$ cat config.mk
export PLATFORM = sky130hd
export DESIGN_NAME = csa_job_scheduler_flat
export DESIGN_NICKNAME = d
export VERILOG_FILES = /design/src/rtl/csa_job_scheduler_if.sv /design/src/rtl/csa_job_scheduler.sv /design/src/flat_wrapper.sv
export SDC_FILE = /design/constraint.sdc
export NUM_CORES = 1
export LEC_CHECK = 0
export ABC_AREA = 0
export BUFFER_PORTS_ARGS = -buffer_cell sky130_fd_sc_hd__clkbuf_2
export CORE_ASPECT_RATIO = 0.9
export CORE_MARGIN = 2
export CORE_UTILIZATION = 58
export CTS_BUF_LIST = sky130_fd_sc_hd__clkbuf_8
export DETAILED_ROUTE_END_ITERATION = 7
export GPL_ROUTABILITY_DRIVEN = 0
export PLACE_DENSITY = 0.88
export SLEW_MARGIN = 20
export SYNTH_ARGS = -nofsm -noshare
export SYNTH_HDL_FRONTEND = slang
export SYNTH_SLANG_ARGS = --single-unit
$ cat constraint.sdc
create_clock -name axi_mm_clk -period 7.3 [get_ports axi_mm_clk]
set_input_delay 0.73 -clock axi_mm_clk [delete_from_list [all_inputs] [get_ports axi_mm_clk]]
set_output_delay 0.73 -clock axi_mm_clk [all_outputs]
set_load 0.005 [all_outputs]
$ cat src/rtl/csa_job_scheduler_if.sv
// Source-FIFO and calc-instance dispatch signals of the job scheduler.
// The master side is the scheduler; the slave side is the FIFO/instance fabric.
interface csa_job_scheduler_if #(
  parameter int W = 32,
  parameter int N = 4,
  parameter int J = 5
);
  logic           src_ready;
  logic           src_ren;
  logic [W-1:0]   src_rdata;
  logic [N-1:0]   inst_full;
  logic [N-1:0]   inst_wen;
  logic [W*J-1:0] job;

  modport master (
    input  src_ready, src_rdata, inst_full,
    output src_ren, inst_wen, job
  );

  modport slave (
    output src_ready, src_rdata, inst_full,
    input  src_ren, inst_wen, job
  );
endinterface

$ cat src/rtl/csa_job_scheduler.sv
// Fetches fixed-length job records from a source FIFO and dispatches each one
// to a calc instance chosen round-robin among the eligible instances.
module csa_job_scheduler #(
  parameter int AXI_DATA_WIDTH    = 32,
  parameter int CSA_CALC_INST_NUM = 4,
  parameter int JOB_WORDS         = 5,
  parameter int INDEX_WIDTH       = 2
) (
  input  logic                         axi_mm_clk,
  input  logic                         rst_n,
  input  logic                         enable,
  input  logic [CSA_CALC_INST_NUM-1:0] inst_mask,
  csa_job_scheduler_if.master          bus,
  output logic                         busy,
  output logic                         no_inst,
  output logic [INDEX_WIDTH-1:0]       last_inst,
  output logic [31:0]                  job_count
);
  localparam int CNT_W = (JOB_WORDS > 1) ? $clog2(JOB_WORDS) : 1;

  typedef enum logic [2:0] {IDLE, FETCH, CAPT, SELECT, GRANT} state_t;

  state_t                        state_reg;
  logic [CNT_W-1:0]              fetch_cnt_reg;
  logic [AXI_DATA_WIDTH-1:0]     job_reg [JOB_WORDS];
  logic [INDEX_WIDTH-1:0]        rr_ptr_reg;
  logic [INDEX_WIDTH-1:0]        sel_reg;
  logic [INDEX_WIDTH-1:0]        last_inst_reg;
  logic                          src_ren_reg;
  logic                          busy_reg;
  logic                          no_inst_reg;
  logic [CSA_CALC_INST_NUM-1:0]  inst_wen_reg;
  logic [31:0]                   job_count_reg;

  logic [CSA_CALC_INST_NUM-1:0]  eligible;
  logic                          found;
  logic [INDEX_WIDTH-1:0]        pick;
  logic [INDEX_WIDTH-1:0]        cand;

  assign eligible = inst_mask & ~bus.inst_full;

  // Search starts one past the last grant so every eligible instance gets a turn.
  always_comb begin
    found = 1'b0;
    pick  = '0;
    cand  = '0;
    for (int k = 1; k <= CSA_CALC_INST_NUM; k++) begin
      cand = INDEX_WIDTH'((int'(rr_ptr_reg) + k) % CSA_CALC_INST_NUM);
      if (!found && eligible[cand]) begin
        found = 1'b1;
        pick  = cand;
      end
    end
  end

  always_ff @(posedge axi_mm_clk) begin
    if (!rst_n) begin
      state_reg     <= IDLE;
      fetch_cnt_reg <= '0;
      rr_ptr_reg    <= INDEX_WIDTH'(CSA_CALC_INST_NUM - 1);
      sel_reg       <= '0;
      last_inst_reg <= INDEX_WIDTH'(CSA_CALC_INST_NUM - 1);
      src_ren_reg   <= 1'b0;
      busy_reg      <= 1'b0;
      no_inst_reg   <= 1'b0;
      inst_wen_reg  <= '0;
      job_count_reg <= '0;
      for (int i = 0; i < JOB_WORDS; i++) job_reg[i] <= '0;
    end else begin
      inst_wen_reg <= '0;
      case (state_reg)
        IDLE: begin
          if (enable && bus.src_ready) begin
            state_reg     <= FETCH;
            src_ren_reg   <= 1'b1;
            fetch_cnt_reg <= '0;
            busy_reg      <= 1'b1;
          end
        end
        FETCH: begin
          // Data lags its strobe by one cycle, so slot k lands on strobe k+1.
          if (fetch_cnt_reg != '0) job_reg[fetch_cnt_reg - 1'b1] <= bus.src_rdata;
          if (fetch_cnt_reg == CNT_W'(JOB_WORDS - 1)) begin
            src_ren_reg <= 1'b0;
            state_reg   <= CAPT;
          end
          fetch_cnt_reg <= fetch_cnt_reg + 1'b1;
        end
        CAPT: begin
          job_reg[JOB_WORDS-1] <= bus.src_rdata;
          state_reg            <= SELECT;
        end
        SELECT: begin
          if (found) begin
            sel_reg      <= pick;
            inst_wen_reg <= CSA_CALC_INST_NUM'(1) << pick;
            no_inst_reg  <= 1'b0;
            state_reg    <= GRANT;
          end else begin
            no_inst_reg  <= 1'b1;
          end
        end
        GRANT: begin
          rr_ptr_reg    <= sel_reg;
          last_inst_reg <= sel_reg;
          job_count_reg <= job_count_reg + 32'd1;
          busy_reg      <= 1'b0;
          state_reg     <= IDLE;
        end
        default: state_reg <= IDLE;
      endcase
    end
  end

  for (genvar gi = 0; gi < JOB_WORDS; gi++) begin : g_job
    assign bus.job[AXI_DATA_WIDTH*gi +: AXI_DATA_WIDTH] = job_reg[gi];
  end

  assign bus.src_ren  = src_ren_reg;
  assign bus.inst_wen = inst_wen_reg;
  assign busy         = busy_reg;
  assign no_inst      = no_inst_reg;
  assign last_inst    = last_inst_reg;
  assign job_count    = job_count_reg;
endmodule

$ cat src/flat_wrapper.sv
// flat-port wrapper written by rule: the top's interface ports become plain ports
module csa_job_scheduler_flat 
#(
  parameter int AXI_DATA_WIDTH    = 32,
  parameter int CSA_CALC_INST_NUM = 4,
  parameter int JOB_WORDS         = 5,
  parameter int INDEX_WIDTH       = 2
)
  (axi_mm_clk, rst_n, enable, inst_mask, busy, no_inst, last_inst, job_count, bus_src_ready, bus_src_rdata, bus_inst_full, bus_src_ren, bus_inst_wen, bus_job);
  csa_job_scheduler_if #(.W((32)), .N((4)), .J((5))) bus_i ();
  input  logic axi_mm_clk;
  input  logic rst_n;
  input  logic enable;
  input  logic [CSA_CALC_INST_NUM-1:0] inst_mask;
  output logic busy;
  output logic no_inst;
  output logic [INDEX_WIDTH-1:0] last_inst;
  output logic [31:0] job_count;
  input wire logic [$bits(bus_i.src_ready)-1:0] bus_src_ready;
  input wire logic [$bits(bus_i.src_rdata)-1:0] bus_src_rdata;
  input wire logic [$bits(bus_i.inst_full)-1:0] bus_inst_full;
  output wire logic [$bits(bus_i.src_ren)-1:0] bus_src_ren;
  output wire logic [$bits(bus_i.inst_wen)-1:0] bus_inst_wen;
  output wire logic [$bits(bus_i.job)-1:0] bus_job;
  assign bus_i.src_ready = bus_src_ready;
  assign bus_i.src_rdata = bus_src_rdata;
  assign bus_i.inst_full = bus_inst_full;
  assign bus_src_ren = bus_i.src_ren;
  assign bus_inst_wen = bus_i.inst_wen;
  assign bus_job = bus_i.job;
  csa_job_scheduler #(.AXI_DATA_WIDTH(AXI_DATA_WIDTH), .CSA_CALC_INST_NUM(CSA_CALC_INST_NUM), .JOB_WORDS(JOB_WORDS), .INDEX_WIDTH(INDEX_WIDTH)) u_core (.axi_mm_clk(axi_mm_clk), .rst_n(rst_n), .enable(enable), .inst_mask(inst_mask), .bus(bus_i), .busy(busy), .no_inst(no_inst), .last_inst(last_inst), .job_count(job_count));
endmodule
==> metrics.md, run 1 <==
| Metric | Value |
|---|---|
| Status | `complete, no violations` |
| First-pass GRT wire length | `31.2 mm` |
| Cells after DPL | `1035` |
| Mapped Avg Cell Area | `13.4 µm²` |
| Final global-route overflow total | `0` |
| Worst hold path class | `reg -> reg` |
| CTS clk-pin slew, worst paths | `0.06 ns` |
| Clk_lat worst skew | `0.49 ns` |
| Data required, critical path | `7.31 ns` |
| RSZ-0062 raised after global routing | `false` |
| Vias per cell | `5.48` |
| Rows | `41` |
| Syn Nets | `678` |
| Distinct cells, synth | `50` |
| Fin util | `0.742` |
| Area after DPL | `0.00984 mm²` |
| Gate count after technology mapping | `630` |
| Final worst slack | `3.19 ns` |
| Tcrit/Tclk final | `0.562` |
| Power Density | `230 mW/mm²` |
| Hold-fix buffers, CTS | `0` |
| Initial core utilization | `0.598` |
| Residual DRC | `0` |
| Post-Layout Cell Count | `1097` |
| Arrival time worst endpoint | `4.12 ns` |
| I/O Pins | `245` |
| Post-synth EDFFs | `160` |
| Global-route usage over all layers | `0.256` |
| Synth async-reset ratio | `0` |
| IO Port Bufs | `244` |
| Slew @ Worst Pin | `1.05 ns` |
| Clock sink count | `209` |
| Main synth FF type | `edfxtp_1` |
| Clock Skews | `0.0140 ns` |
| Design Area, Final | `0.0105 mm²` |
| Post-cts sizing count | `0` |
| Max VDD drop | `153 µV` |
| Layout area overhead | `24.1%` |
| Number of flip-flops under the largest register name | `160` |
| CTS buffer count | `34` |
| Tot Pwr | `2.42 mW` |
| Routed wire per std cell | `18.5 µm` |
| Bufs on Longest Clock Path | `3` |
| Crit start category | `flip-flop` |
| Tmin final | `4.11 ns` |
| Rel. slew slack | `0.302` |
| Crit path kind | `reg -> reg` |
| Sequential area share after synthesis | `0.684` |
| Leak | `4.83 nW` |
| Die outline height | `119 µm` |
| Largest net degree at the start of global routing | `65` |
| Post-detail-place hpwl | `13.6 mm` |
| Crit-path max FO | `39` |
| Hold Fails Final Rpt | `0` |
| Final Setup Violations | `0` |
| Fmax | `0.244 GHz` |
| CTS tree | `yes` |
| Initial DRC count | `463` |
| Drt pass-1 iters | `5` |
| Routed Antenna Nets | `0` |
| Slew Viols, Final | `0` |
| Warnings from Yosys | `0` |
| Max_cap viols | `0` |
| Dpl ws | `2.97 ns` |
| Routed WL | `20.3 mm` |
| Post-Route Setup TNS | `0 ns` |
| Synth Register Bits | `209` |
| Core area | `0.0142 mm²` |
| Worst Setup End Kind | `flip-flop` |
| Nets | `926` |
| Vias in the first global route | `5621` |
| Die ar. | `0.0156 mm²` |
| Layout cells sized above 1 | `0.342` |
| H-Tree Depth | `2` |
| Hold Slack | `0.477 ns` |
| DR vias | `6011` |
| Mapped Area | `0.00846 mm²` |
| Initial antenna violation count | `0` |
| Setup bufs post-CTS | `0` |
| Die width | `131 µm` |
| Clk root buf | `clkbuf_8` |
## worst paths after layout
kind | startpoint | to | slack, ns | cells past startpoint
worst max register to register | u_core.fetch_cnt_reg[0] | u_core.job_reg[4][16] | 3.19 | 6
worst min-delay path | u_core.no_inst | u_core.no_inst | 0.48 | 2
worst min register to register | u_core.no_inst | u_core.no_inst | 0.48 | 2
worst max-delay path | u_core.fetch_cnt_reg[0] | u_core.job_reg[4][16] | 3.19 | 6
## per-layer routing
metal	vias to the layer above	GRT usage	wire length (µm)
met3	38	0.0613	1500
met4	0	0.0815	437
met5	-	0	0
li1	2799	-	-
met2	262	0.414	9820
met1	2912	0.346	8590
## placed cells by master, fill, tap and decap left out, types with 2 or more instances in the layout
master | synthesis | routed
a21boi_1 | 6 | 6
and2_1 | 58 | 58
and3_1 | 101 | 101
and4_1 | 4 | 4
buf_4 | 2 | 5
clkbuf_2 | 0 | 244
clkbuf_8 | 0 | 39
clkinv_2 | 0 | 3
dfxtp_1 | 49 | 49
edfxtp_1 | 160 | 160
ha_1 | 4 | 3
inv_1 | 4 | 21
mux2i_1 | 6 | 6
nand2_1 | 28 | 27
nand2b_1 | 7 | 7
nand3_1 | 19 | 19
nand4_1 | 10 | 10
nor2_1 | 9 | 9
nor2_4 | 2 | 2
nor2b_1 | 43 | 43
nor3_1 | 3 | 3
nor4_1 | 11 | 11
nor4_2 | 2 | 2
o211ai_1 | 2 | 2
o21ai_0 | 5 | 5
o21ai_1 | 5 | 4
o31ai_1 | 5 | 3
o31ai_4 | 0 | 2
or3_1 | 3 | 3
or4_1 | 2 | 2
xnor2_1 | 10 | 10
xor2_1 | 16 | 16
## Yosys cell counts, types with 2 or more instances
| cell | n | area share |
|---|---|---|
| a21boi_1 | 6 | 0.0053 |
| and2_1 | 58 | 0.043 |
| and3_1 | 101 | 0.075 |
| and4_1 | 4 | 0.0041 |
| buf_2 | 7 | 0.0041 |
| buf_4 | 2 | 0.0018 |
| buf_6 | 6 | 0.0080 |
| clkbuf_1 | 22 | 0.0098 |
| dfxtp_1 | 49 | 0.12 |
| edfxtp_1 | 160 | 0.57 |
| ha_1 | 4 | 0.0059 |
| inv_1 | 4 | 0.0018 |
| mux2i_1 | 6 | 0.0071 |
| nand2_1 | 28 | 0.012 |
| nand2b_1 | 7 | 0.0052 |
| nand3_1 | 19 | 0.011 |
| nand4_1 | 10 | 0.0074 |
| nor2_1 | 9 | 0.0040 |
| nor2_4 | 2 | 0.0027 |
| nor2b_1 | 43 | 0.032 |
| nor3_1 | 3 | 0.0018 |
| nor4_1 | 11 | 0.0081 |
| nor4_2 | 2 | 0.0030 |
| o211ai_1 | 2 | 0.0018 |
| o21ai_0 | 5 | 0.0030 |
| o21ai_1 | 5 | 0.0030 |
| o31ai_1 | 5 | 0.0044 |
| or3_1 | 3 | 0.0022 |
| or4_1 | 2 | 0.0018 |
| xnor2_1 | 10 | 0.010 |
| xor2_1 | 16 | 0.017 |
## cell type report
class                   count  area (µm²)
diodes                      1        2.50
fillers                   958        3660
well taps                 193         241
flip-flops and latches    209        5790
clock inverters            22         116
repair buffers            250        1290
inverters                   4        15.0
clock buffers              39         537
multi-input cells         379        2520
## where the power goes
part / internal (mW) / total, mW / switching [mW] / leakage, nW
Sequential: 1.31 / 1.33 / 0.0159 / 2.05
Combinational: 0.0470 / 0.132 / 0.0852 / 2.39
Clock: 0.524 / 0.958 / 0.434 / 0.397
## critical path: stages, from the launching register on
cell,delay [ns]
dfxtp_1,0.31
inv_1,0.72
ha_2,0.69
nand3_1,0.19
nor4_1,0.08
a31oi_4,0.85
nand2_2,0.76
## kinds of logic (layout without fill, tap and decap cells)
logic type | Yosys count | in the layout | synth area share
buf+inv | 42 | 315 | 0.0259
other cells | 0 | 1 | 0
compound gates | 34 | 34 | 0.0279
fa+ha+maj | 4 | 4 | 0.00591
simple gates | 309 | 309 | 0.223
flops | 209 | 209 | 0.684
mux | 6 | 6 | 0.00710
xor+xnor | 26 | 26 | 0.0269
(Power assumes the default switching activity.)
==> run 2: changes to the inputs <==
- ABC_AREA: 0 -> 1
- CORE_UTILIZATION: 58 -> 54
- PLACE_DENSITY: 0.88 -> 0.82
- clock period: 7.3 -> 4.05 ns (I/O delays scaled with it)
==> run 2 against run 1 <==
Clock skew is 0.0097 ns higher. Clock power is 66% higher. Final cell count is 22% higher. Critical path type unchanged. Critical endpoint is now u_core.job_reg[3][1]. Largest power group unchanged. Highest routed layer unchanged.
==> metrics.md, run 2 <==
| Metric | Value |
|---|---|
| Status | `complete, no violations` |
| Worst Setup End Kind | `flip-flop` |
| Crit-path max cell delay | `0.42 ns` |
| Arrival time worst endpoint | `2.74 ns` |
| Post-cts sizing count | `0` |
| Clock Skews | `0.0238 ns` |
| Vias in the first global route | `6349` |
| First-pass GRT wire length | `33.1 mm` |
| Core area | `0.0155 mm²` |
| Die width | `137 µm` |
| Most common cell in the netlist | `nor2_1` |
| Bufs on Longest Clock Path | `3` |
| Fin util | `0.685` |
| Rows | `43` |
| Post-detail-place hpwl | `16.1 mm` |
| Power Density | `415 mW/mm²` |
| Tot Pwr | `4.42 mW` |
| Mapped Area | `0.00865 mm²` |
| Layout area overhead | `23.1%` |
| Leak | `4.79 nW` |
| Slowest CP cell | `buf_4` |
| Final global-route overflow total | `0` |
| CP most frequent cell | `nand2_1` |
| Die outline height | `124 µm` |
| Synth async-reset ratio | `0` |
| Vias per cell | `5.12` |
| Inserted Diodes | `0` |
| I/O Pins | `245` |
| Area leader, netlist | `edfxtp_1` |
| Routed Antenna Nets | `0` |
| Die ar. | `0.0170 mm²` |
| Commonest cells after routing, fill and taps aside | `clkbuf_2 (244), nor2_1 (197), nand2_1 (169)` |
| Synth Register Bits | `209` |
| Number of flip-flops under the largest register name | `160` |
| CTS clk-pin slew, worst paths | `0.06 ns` |
| Crit path kind | `reg -> reg` |
| Warnings from Yosys | `0` |
| Syn Nets | `896` |
| Nets | `1163` |
| H-Tree Depth | `2` |
| Worst hold path class | `in -> reg` |
| Distinct cells, synth | `31` |
| Commonest cells post-synth | `nor2_1 (197), nand2_1 (169), edfxtp_1 (160), inv_1 (88), dfxtp_1 (49)` |
| Global-route usage over all layers | `0.257` |
| Slew Viols, Final | `0` |
| Post-Route Setup TNS | `0 ns` |
| Residual DRC | `0` |
| Tcrit/Tclk final | `0.637` |
| Drt pass-1 iters | `5` |
| Initial DRC count | `515` |
| Main synth FF type | `edfxtp_1` |
| Max VDD drop | `243 µV` |
| Mapped Avg Cell Area | `10.2 µm²` |
| Fmax | `0.388 GHz` |
| Slew @ Worst Pin | `0.868 ns` |
| Largest net degree at the start of global routing | `34` |
| CTS tree | `yes` |
| Area fraction of the dominant cell type after synthesis | `0.556` |
| IO Port Bufs | `244` |
| Hold-fix buffers, CTS | `0` |
| WP buf/inv | `3` |
| Clock sink count | `209` |
| Gate count after technology mapping | `848` |
| Post-synth EDFFs | `160` |
| DR vias | `6830` |
| Commonest non-fill, non-tap cell in the layout | `clkbuf_2` |
| Largest cells by area after synthesis | `edfxtp_1 (56%), dfxtp_1 (11%), nor2_1 (8.6%)` |
| Crit-path max FO | `33` |
| Data required, critical path | `4.21 ns` |
| Clk root buf | `clkbuf_8` |
| Clk_lat worst skew | `0.53 ns` |
| Sequential area share after synthesis | `0.669` |
| Routed WL | `22.0 mm` |
| Max_cap viols | `0` |
| Final Setup Violations | `0` |
| Layout cells sized above 1 | `0.300` |
| RSZ-0062 raised after global routing | `false` |
| Routed wire per std cell | `16.5 µm` |
| Initial core utilization | `0.556` |
| Rel. slew slack | `0.420` |
| Initial antenna violation count | `0` |
| Setup bufs post-CTS | `0` |
| Hold Fails Final Rpt | `0` |
| Crit start category | `flip-flop` |
| Worst-path cell chain | `inv_1 > ha_1 > xnor2_1 > nand2_1 > nor2_1 > nand2_1 > buf_4 > nand2_1 > buf_4` |
| Fillers | `1181` |
| Tmin final | `2.58 ns` |
| CTS buffer count | `34` |
| CP top delay family | `buffers and inverters` |
## run 2: per-layer routing
metal	share of wire	GRT usage	wire, µm
met5	0	0	0
met3	0.081	0.0497	1780
met1	0.39	0.318	8550
met4	0.030	0.106	656
met2	0.50	0.444	11000
## run 2: cells by family after synthesis
| family | Yosys count | share of synthesized area |
|---|---|---|
| compound gates | 46 | 0.0308 |
| xor+xnor | 6 | 0.00608 |
| fa+ha+maj | 4 | 0.00579 |
| buf+inv | 115 | 0.0551 |
| flops | 209 | 0.669 |
| simple gates | 468 | 0.233 |
## run 2: worst min-delay path, stage by stage
cell and delay [ns]:
clkbuf_2 0.09, nand4_1 0.13, a21oi_1 0.07
## run 2: where the power goes
part | internal [mW] | total, mW | leakage, nW | switching, mW
registers | 2.41 | 2.45 | 2.05 | 0.0444
logic | 0.130 | 0.380 | 2.41 | 0.249
clock network | 0.798 | 1.59 | 0.327 | 0.793
total | 3.33 | 4.42 | 4.79 | 1.09
## run 2: final cells by class
cell class,instances,area (µm²),area share
clock buffers,35,482,0.0453
clock inverters,19,82.6,0.00776
inverters,92,348,0.0327
multi-input cells,524,2380,0.224
flip-flops and latches,209,5790,0.544
well taps,202,253,0.0237
repair buffers,254,1310,0.123
## run 2: through the flow
step	instance area (µm²)	setup WS, ns	hold WS [ns]	std cells
6_report	10600	1.47	0.238	1335
2_1_floorplan	8650	1.61	0.447	848
3_3_place_gp	10100	1.36	0.454	1281
5_1_grt	10600	1.30	0.254	1335
4_1_cts	10600	1.46	0.225	1335
3_5_place_dp	10100	1.25	0.459	1281
## run 2: final timing paths
kind,startpoint,endpoint,slack (ns),cells past startpoint
worst min-delay path,enable,u_core.busy,0.24,3
worst max register to register,u_core.fetch_cnt_reg[0],u_core.job_reg[3][1],1.47,9
worst min register to register,u_core.sel_reg[0],u_core.sel_reg[0],0.47,2
worst max-delay path,u_core.fetch_cnt_reg[0],u_core.job_reg[3][1],1.47,9
